**config.mk**
```make
export PLATFORM = sky130hd
export DESIGN_NAME = decoder_pipe
export DESIGN_NICKNAME = d
export VERILOG_FILES = /design/src/rtl/decoder_pipe.sv
export SDC_FILE = /design/constraint.sdc
export NUM_CORES = 1
export LEC_CHECK = 0
export CORE_AREA = 8 8 81 118
export CTS_CLUSTER_SIZE = 28
export DETAILED_ROUTE_END_ITERATION = 7
export DIE_AREA = 0 0 89 126
export DONT_BUFFER_PORTS = 1
export PLACE_DENSITY_LB_ADDON = 0.05
export RECOVER_POWER = 50
export SLEW_MARGIN = 20
export SYNTH_ARGS = -nofsm -noshare
export SYNTH_HDL_FRONTEND = slang
export SYNTH_SLANG_ARGS = --single-unit
```
**constraint.sdc**
```tcl
create_clock -name clk -period 1.8 [get_ports clk]
set_input_delay 0.36 -clock clk [delete_from_list [all_inputs] [get_ports clk]]
set_output_delay 0.36 -clock clk [all_outputs]
set_load 0.05 [all_outputs]
```
**src/rtl/decoder_pipe.sv**
```systemverilog
// decoder_pipe: registered binary-to-vector decoder with a valid/ready handshake.
// It has four decode modes (one-hot, thermometer, inverted one-hot, accumulate)
// and a sticky mask that accumulates mode-3 indices until it is cleared.
module decoder_pipe #(
    parameter int unsigned IN_W  = 5,
    parameter int unsigned OUT_W = 32
) (
    input  logic             clk,
    input  logic             reset,
    input  logic             in_valid,
    output logic             in_ready,
    input  logic [IN_W-1:0]  in_data,
    input  logic [1:0]       in_mode,
    input  logic             acc_clr,
    output logic             out_valid,
    input  logic             out_ready,
    output logic [OUT_W-1:0] out_data,
    output logic             out_oor,
    output logic [OUT_W-1:0] sticky
);

    localparam logic [1:0] ModeOneHot = 2'd0;
    localparam logic [1:0] ModeTherm  = 2'd1;
    localparam logic [1:0] ModeInv    = 2'd2;
    localparam logic [1:0] ModeAcc    = 2'd3;

    logic             acc;
    logic [31:0]      idx;
    logic             oor;
    logic [OUT_W-1:0] oh;
    logic [OUT_W-1:0] therm;
    logic [OUT_W-1:0] sticky_next;
    logic [OUT_W-1:0] dec;

    logic             valid_q;
    logic             oor_q;
    logic [OUT_W-1:0] data_q;
    logic [OUT_W-1:0] sticky_q;

    // Single-entry stage: the slot is free if empty or being drained this cycle.
    assign in_ready = !valid_q || out_ready;
    assign acc      = in_valid && in_ready;

    // Widen the index so range comparisons work for every IN_W/OUT_W pairing.
    assign idx = 32'(in_data);
    assign oor = (idx >= OUT_W);

    // Base one-hot and thermometer vectors. An out-of-range index matches no bit,
    // and it gives an all-ones thermometer because every i is below it.
    always_comb begin
        oh    = '0;
        therm = '0;
        for (int unsigned i = 0; i < OUT_W; i++) begin
            oh[i]    = (idx == i);
            therm[i] = (i <= idx);
        end
    end

    // The clear takes effect before the new index is merged.
    assign sticky_next = (acc_clr ? '0 : sticky_q) | oh;

    // Select the decoded vector for the current mode.
    always_comb begin
        dec = oh;
        case (in_mode)
            ModeOneHot: dec = oh;
            ModeTherm:  dec = therm;
            ModeInv:    dec = ~oh;
            ModeAcc:    dec = sticky_next;
            default:    dec = oh;
        endcase
    end

    // Sticky mask: updated only by an accepted mode-3 beat or by acc_clr.
    always_ff @(posedge clk) begin
        if (reset) begin
            sticky_q <= '0;
        end else if (acc && (in_mode == ModeAcc)) begin
            sticky_q <= sticky_next;
        end else if (acc_clr) begin
            sticky_q <= '0;
        end
    end

    // Output register: load on accept. On a pop with no new beat, drop valid
    // and keep the data.
    always_ff @(posedge clk) begin
        if (reset) begin
            valid_q <= 1'b0;
            data_q  <= '0;
            oor_q   <= 1'b0;
        end else if (acc) begin
            valid_q <= 1'b1;
            data_q  <= dec;
            oor_q   <= oor;
        end else if (valid_q && out_ready) begin
            valid_q <= 1'b0;
        end
    end

    assign out_valid = valid_q;
    assign out_data  = data_q;
    assign out_oor   = oor_q;
    assign sticky    = sticky_q;

endmodule

```
==> results of run 1 <==
## routing by layer
layer / track usage (%) / vias up / part of all wire, %
li1: - / 1792 / -
met3: 5.404 / 46 / 8.6
met1: 31.19 / 1857 / 40
met2: 37.69 / 203 / 46
met5: 0 / - / 0
met4: 17.13 / 0 / 5.1
## worst paths after layout
kind	start	endpoint	slack [ps]	cells past startpoint
setup / recovery	out_valid	in_ready	230	2
hold / removal	reset	sticky[19]	100	1
setup reg to reg	out_valid	out_data[19]	280	4
hold reg to reg	sticky[18]	sticky[18]	490	2
## placed cells by master (no fill, tap or decap), types with 7 or more instances in the layout
cell type,synthesis,routed
a211oi_1,12,12
a21oi_1,46,46
a22oi_1,7,7
buf_4,6,23
clkbuf_1,19,43
clkbuf_16,0,9
dfxtp_1,65,65
nand2_1,40,40
nand3_1,12,12
nor2_1,69,69
nor2b_1,26,26
nor3_1,21,21
o21ai_0,25,25
o22ai_1,7,7
## final cells by class
cell class,count,share of cell area (%)
multi-input combinational,362,49.47
sequential,65,30.86
timing repair buffer,69,9.347
clock buffer,12,6.320
tap,105,3.116
inverter,6,0.5341
clock inverter,3,0.3561
## registers in the layout, indices dropped and copies added, names as in the netlist
name	flops
out_valid	1
out_data	32
sticky	32
## cell families after synthesis
group | share of synthesized area [%]
mux | 1.165
flops | 35.63
simple gates | 27.30
other cells | 0.1027
compound gates | 28.23
buf+inv | 7.331
xor+xnor | 0.2399
## through the flow
step / util [%] / std cells / hold slack, ps
3_3_place_gp: 51.82 / 607 / 433.4
2_1_floorplan: - / 481 / 481.9
4_1_cts: 55.38 / 622 / 83.15
5_1_grt: 53.32 / 622 / 92.96
3_5_place_dp: 51.82 / 607 / 434.1
6_report: 53.32 / 622 / 96.14
## worst max-delay path: cells and delay by family (launching register included)
family	cells	cell delay (ps)
buffers and inverters	1	480
flip-flops	1	310
AND/OR/NAND/NOR	1	90
## power breakdown
| group | internal (mW) | switching, mW |
|---|---|---|
| sequential | 1.50 | 0.187 |
| clock | 1.03 | 0.622 |
| combinational | 0.189 | 0.334 |
| total | 2.72 | 1.14 |
==> impl_metrics.env, run 1 <==
export IMPL_grt_ovfl_total=0
export IMPL_vias=3898
export IMPL_pre_cts_slack_ps=30.84
export IMPL_synth_ff_type="dfxtp_1"
export IMPL_die_y_um=126
export IMPL_place_hpwl_mm=9.799
export IMPL_crit_chain="nand2b_2 > clkbuf_1"
export IMPL_ir_worst_vdd_mv=0.5478
export IMPL_drive_above_1_share_pct=11.61
export IMPL_worst_setup_path_start_kind="flip-flop"
export IMPL_area_growth_syn_to_layout_pct=15.45
export IMPL_endpoint_kind="primary output"
export IMPL_detail_route_wl_per_cell_um=22.48
export IMPL_worst_pin_slew_ps=679.8
export IMPL_synth_seq_area_share_pct=35.63
export IMPL_dieArea_um2=11210
export IMPL_nNetsFinal=525
export IMPL_period_share_pct=87.26
export IMPL_grt_pass1_wl_mm=21.53
export IMPL_grt_max_degree=65
export IMPL_p_leak_nw=1.498
export IMPL_clock_fmax_ghz=0.6367
export IMPL_worst_slack_ps=229.4
export IMPL_viasPerCell=6.267
export IMPL_routed_wl_mm=13.98
export IMPL_core_area_um2=7908
export IMPL_pwr_density_cell_nw_per_um2=914.9
export IMPL_grt_pass1_vias=3757
export IMPL_slowest_stage="clkbuf_1"
export IMPL_root_buffer="clkbuf_16"
export IMPL_routabilityCongestion=0.9259
export IMPL_status="finished, final reports clean"
export IMPL_drc=0
export IMPL_yosys_warnings=0
export IMPL_rsz0062_at_grt="no"
export IMPL_initial_core_util_pct=46.19
export IMPL_synth_commonest_cells="nor2_1 (69), dfxtp_1 (65), a21oi_1 (46)"
export IMPL_io_pins=79
export IMPL_syn_num_nets=493
export IMPL_cts_clk_slew_worst_paths_ps=50
export IMPL_multi_input_area_um2=2086
export IMPL_slew_viol_final=0
export IMPL_io_buffers=0
export IMPL_cts_buffer_depth=2
export IMPL_finalClockSkew_ps=4.295
export IMPL_htreeDepth=3
export IMPL_fp_dieW_um=89
export IMPL_synth_largest_area_cell="dfxtp_1"
export IMPL_postRouteAntennaNets=0
export IMPL_cts_setup_buffers=0
export IMPL_grt_use_total_pct=25.25
export IMPL_path_max_fanout=4
export IMPL_synth_cells=481
export IMPL_fin_area_um2=4217
export IMPL_syn_area_um2=3652
export IMPL_cts_made_buffers=9
export IMPL_synth_edff_count=0
export IMPL_hold_class="input pin to flip-flop"
export IMPL_critical_path_class="flip-flop to primary output"
export IMPL_drtIter0Drc=347
export IMPL_clock_sinks=65
export IMPL_relSlewSlack_pct=54.68
export IMPL_asyncSetResetFlopFracSynth_pct=0
export IMPL_setup_tns_ps=0
export IMPL_place_area_um2=4098
export IMPL_antenna_found_initial=0
export IMPL_nFillCells=852
export IMPL_rows=40
export IMPL_worstPathArrival_ps=1210
export IMPL_finalPower_mw=3.858
export IMPL_drv_cap=0
export IMPL_yosysMostFrequentCell="nor2_1"
export IMPL_setup_viol=0
export IMPL_syn_area_per_cell_um2=7.593
export IMPL_slowest_delay_ps=480
export IMPL_insertion_delay_ps=340
export IMPL_critPathRequiredTime_ps=1440
export IMPL_synth_area_leaders="dfxtp_1 (36%), nor2_1 (7.1%), a21oi_1 (6.3%)"
export IMPL_synth_cell_types=64
export IMPL_tritoncts="yes"
export IMPL_seqCellArea_um2=1301
export IMPL_cts_hold_buffers_added=0
export IMPL_fin_crit_ps=1571
export IMPL_n_antenna_cell=0
export IMPL_hold_violations=0
export IMPL_firstDrtPassIters=5
export IMPL_ys_ff_latch=65
export IMPL_postCtsResizedCells=0
export IMPL_synth_top_cell_area_share_pct=35.63
(Power assumes the default switching activity.)
==> inputs of run 2 (changes only) <==
--- a/config.mk
+++ b/config.mk
@@ -6,7 +6,6 @@
 export NUM_CORES = 1
 export LEC_CHECK = 0
 export CORE_AREA = 8 8 81 118
-export CTS_CLUSTER_SIZE = 28
 export DETAILED_ROUTE_END_ITERATION = 7
 export DIE_AREA = 0 0 89 126
 export DONT_BUFFER_PORTS = 1
==> results of run 2 <==
Final layout, timing and power as in run 1 (identical DEF).
==> inputs of run 3 (changes only) <==
--- a/config.mk
+++ b/config.mk
@@ -6,6 +6,7 @@
 export NUM_CORES = 1
 export LEC_CHECK = 0
 export CORE_AREA = 8 8 81 118
+export CTS_BUF_LIST = sky130_fd_sc_hd__clkbuf_16
 export DETAILED_ROUTE_END_ITERATION = 7
 export DIE_AREA = 0 0 89 126
 export DONT_BUFFER_PORTS = 1
==> impl_metrics.env, run 3 (synthesis gave the netlist of run 1 again) <==
export IMPL_tritoncts="yes"
export IMPL_hold_violations=0
export IMPL_pwr_density_cell_nw_per_um2=887.0
export IMPL_antenna_found_initial=0
export IMPL_routed_wl_mm=13.94
export IMPL_core_area_um2=7908
export IMPL_io_pins=79
export IMPL_nNetsFinal=525
export IMPL_io_buffers=0
export IMPL_root_buffer="clkbuf_16"
export IMPL_min_path_cells=1
export IMPL_critical_path_class="flip-flop to primary output"
export IMPL_worst_pin_slew_ps=680.9
export IMPL_area_growth_syn_to_layout_pct=14.63
export IMPL_drv_cap=0
export IMPL_drive_above_1_share_pct=11.03
export IMPL_cts_made_buffers=9
export IMPL_viasPerCell=6.272
export IMPL_worst_setup_path_start_kind="flip-flop"
export IMPL_final_cell_mix="nor2_1 (69), dfxtp_1 (65), a21oi_1 (46)"
export IMPL_final_util_pct=52.94
export IMPL_grt_use_total_pct=25.15
export IMPL_rows=40
export IMPL_grt_max_degree=65
export IMPL_status="finished, final reports clean"
export IMPL_reg2reg_depth=4
export IMPL_firstDrtPassIters=6
export IMPL_setup_viol=0
export IMPL_clock_sinks=65
export IMPL_grt_ovfl_total=0
export IMPL_cts_setup_buffers=0
export IMPL_postCtsResizedCells=0
export IMPL_cts_clk_slew_worst_paths_ps=50
export IMPL_cts_hold_buffers_added=0
export IMPL_endpoint_kind="primary output"
export IMPL_place_hpwl_mm=9.799
export IMPL_multi_input_area_um2=2086
export IMPL_final_common_cell="nor2_1"
export IMPL_worstPathArrival_ps=1210
export IMPL_fp_dieW_um=89
export IMPL_p_leak_nw=1.481
export IMPL_seqCellArea_um2=1301
export IMPL_ir_worst_vdd_mv=0.5459
export IMPL_slew_viol_final=0
export IMPL_detail_route_wl_per_cell_um=22.42
export IMPL_finalClockSkew_ps=3.463
export IMPL_insertion_delay_ps=330
export IMPL_dieArea_um2=11210
export IMPL_critPathRequiredTime_ps=1440
export IMPL_nFillCells=855
export IMPL_grt_pass1_vias=3756
export IMPL_initial_core_util_pct=46.19
export IMPL_die_y_um=126
export IMPL_rsz0062_at_grt="no"
export IMPL_n_antenna_cell=0
export IMPL_drtIter0Drc=374
export IMPL_cts_buffer_depth=2
export IMPL_fin_crit_ps=1569
export IMPL_relSlewSlack_pct=54.60
export IMPL_postRouteAntennaNets=0
export IMPL_grt_pass1_wl_mm=21.43
export IMPL_path_max_fanout=4
export IMPL_setup_tns_ps=0
export IMPL_hold_ws_ps=98.12
export IMPL_clock_fmax_ghz=0.6372
export IMPL_hold_class="input pin to flip-flop"
export IMPL_routabilityCongestion=0.9259
export IMPL_htreeDepth=3
export IMPL_vias=3901
export IMPL_period_share_pct=87.19
export IMPL_drc=0
## run 3: cell count changes in the layout (fill, tap and decap cells not counted)
cell      before  now
clkinv_1       0    3
clkbuf_8       3    0
## run 3: where the power goes
part | switching [mW] | internal (mW) | total, mW | leakage, nW
Sequential | 0.187 | 1.50 | 1.69 | 0.531
Clock | 0.608 | 0.900 | 1.51 | 0.127
Combinational | 0.332 | 0.188 | 0.520 | 0.823
## run 3: cell type report
type / instances / area share, %
clock inverter: 6 / 0.6276
timing repair buffer: 69 / 9.414
clock buffer: 9 / 5.380
multi-input combinational: 362 / 49.82
sequential: 65 / 31.08
tap: 105 / 3.138
inverter: 6 / 0.5380
## run 3: path summary, 6_finish.rpt
path	start	slack, ps	end
worst max register to register	out_valid	290	out_data[19]
worst max-delay path	out_valid	230	in_ready
worst min-delay path	reset	100	sticky[17]
worst min register to register	sticky[18]	490	sticky[18]
## run 3: metrics by stage
stage | total power, mW | std cells | area [µm²] | setup slack (ps)
floorplan | 2.141 | 481 | 3656 | 106.3
global placement | 2.248 | 607 | 4098 | -7.638
detailed placement | 2.248 | 607 | 4098 | 30.84
CTS | 3.755 | 622 | 4349 | 295.2
global route | 3.832 | 622 | 4187 | 145.0
finish | 3.714 | 622 | 4187 | 230.5
## run 3: worst max-delay path, stage by stage, from the launching register on
cell and delay (ps):
dfxtp_1 310, nand2b_2 90, clkbuf_1 480
## run 3: layer usage
layer	vias up	track usage, %	wire length, µm
met1	1868	31.08	5569
met2	199	37.91	6468
met3	41	5.143	1204
li1	1793	-	-
met4	0	16.63	701
met5	-	0	0
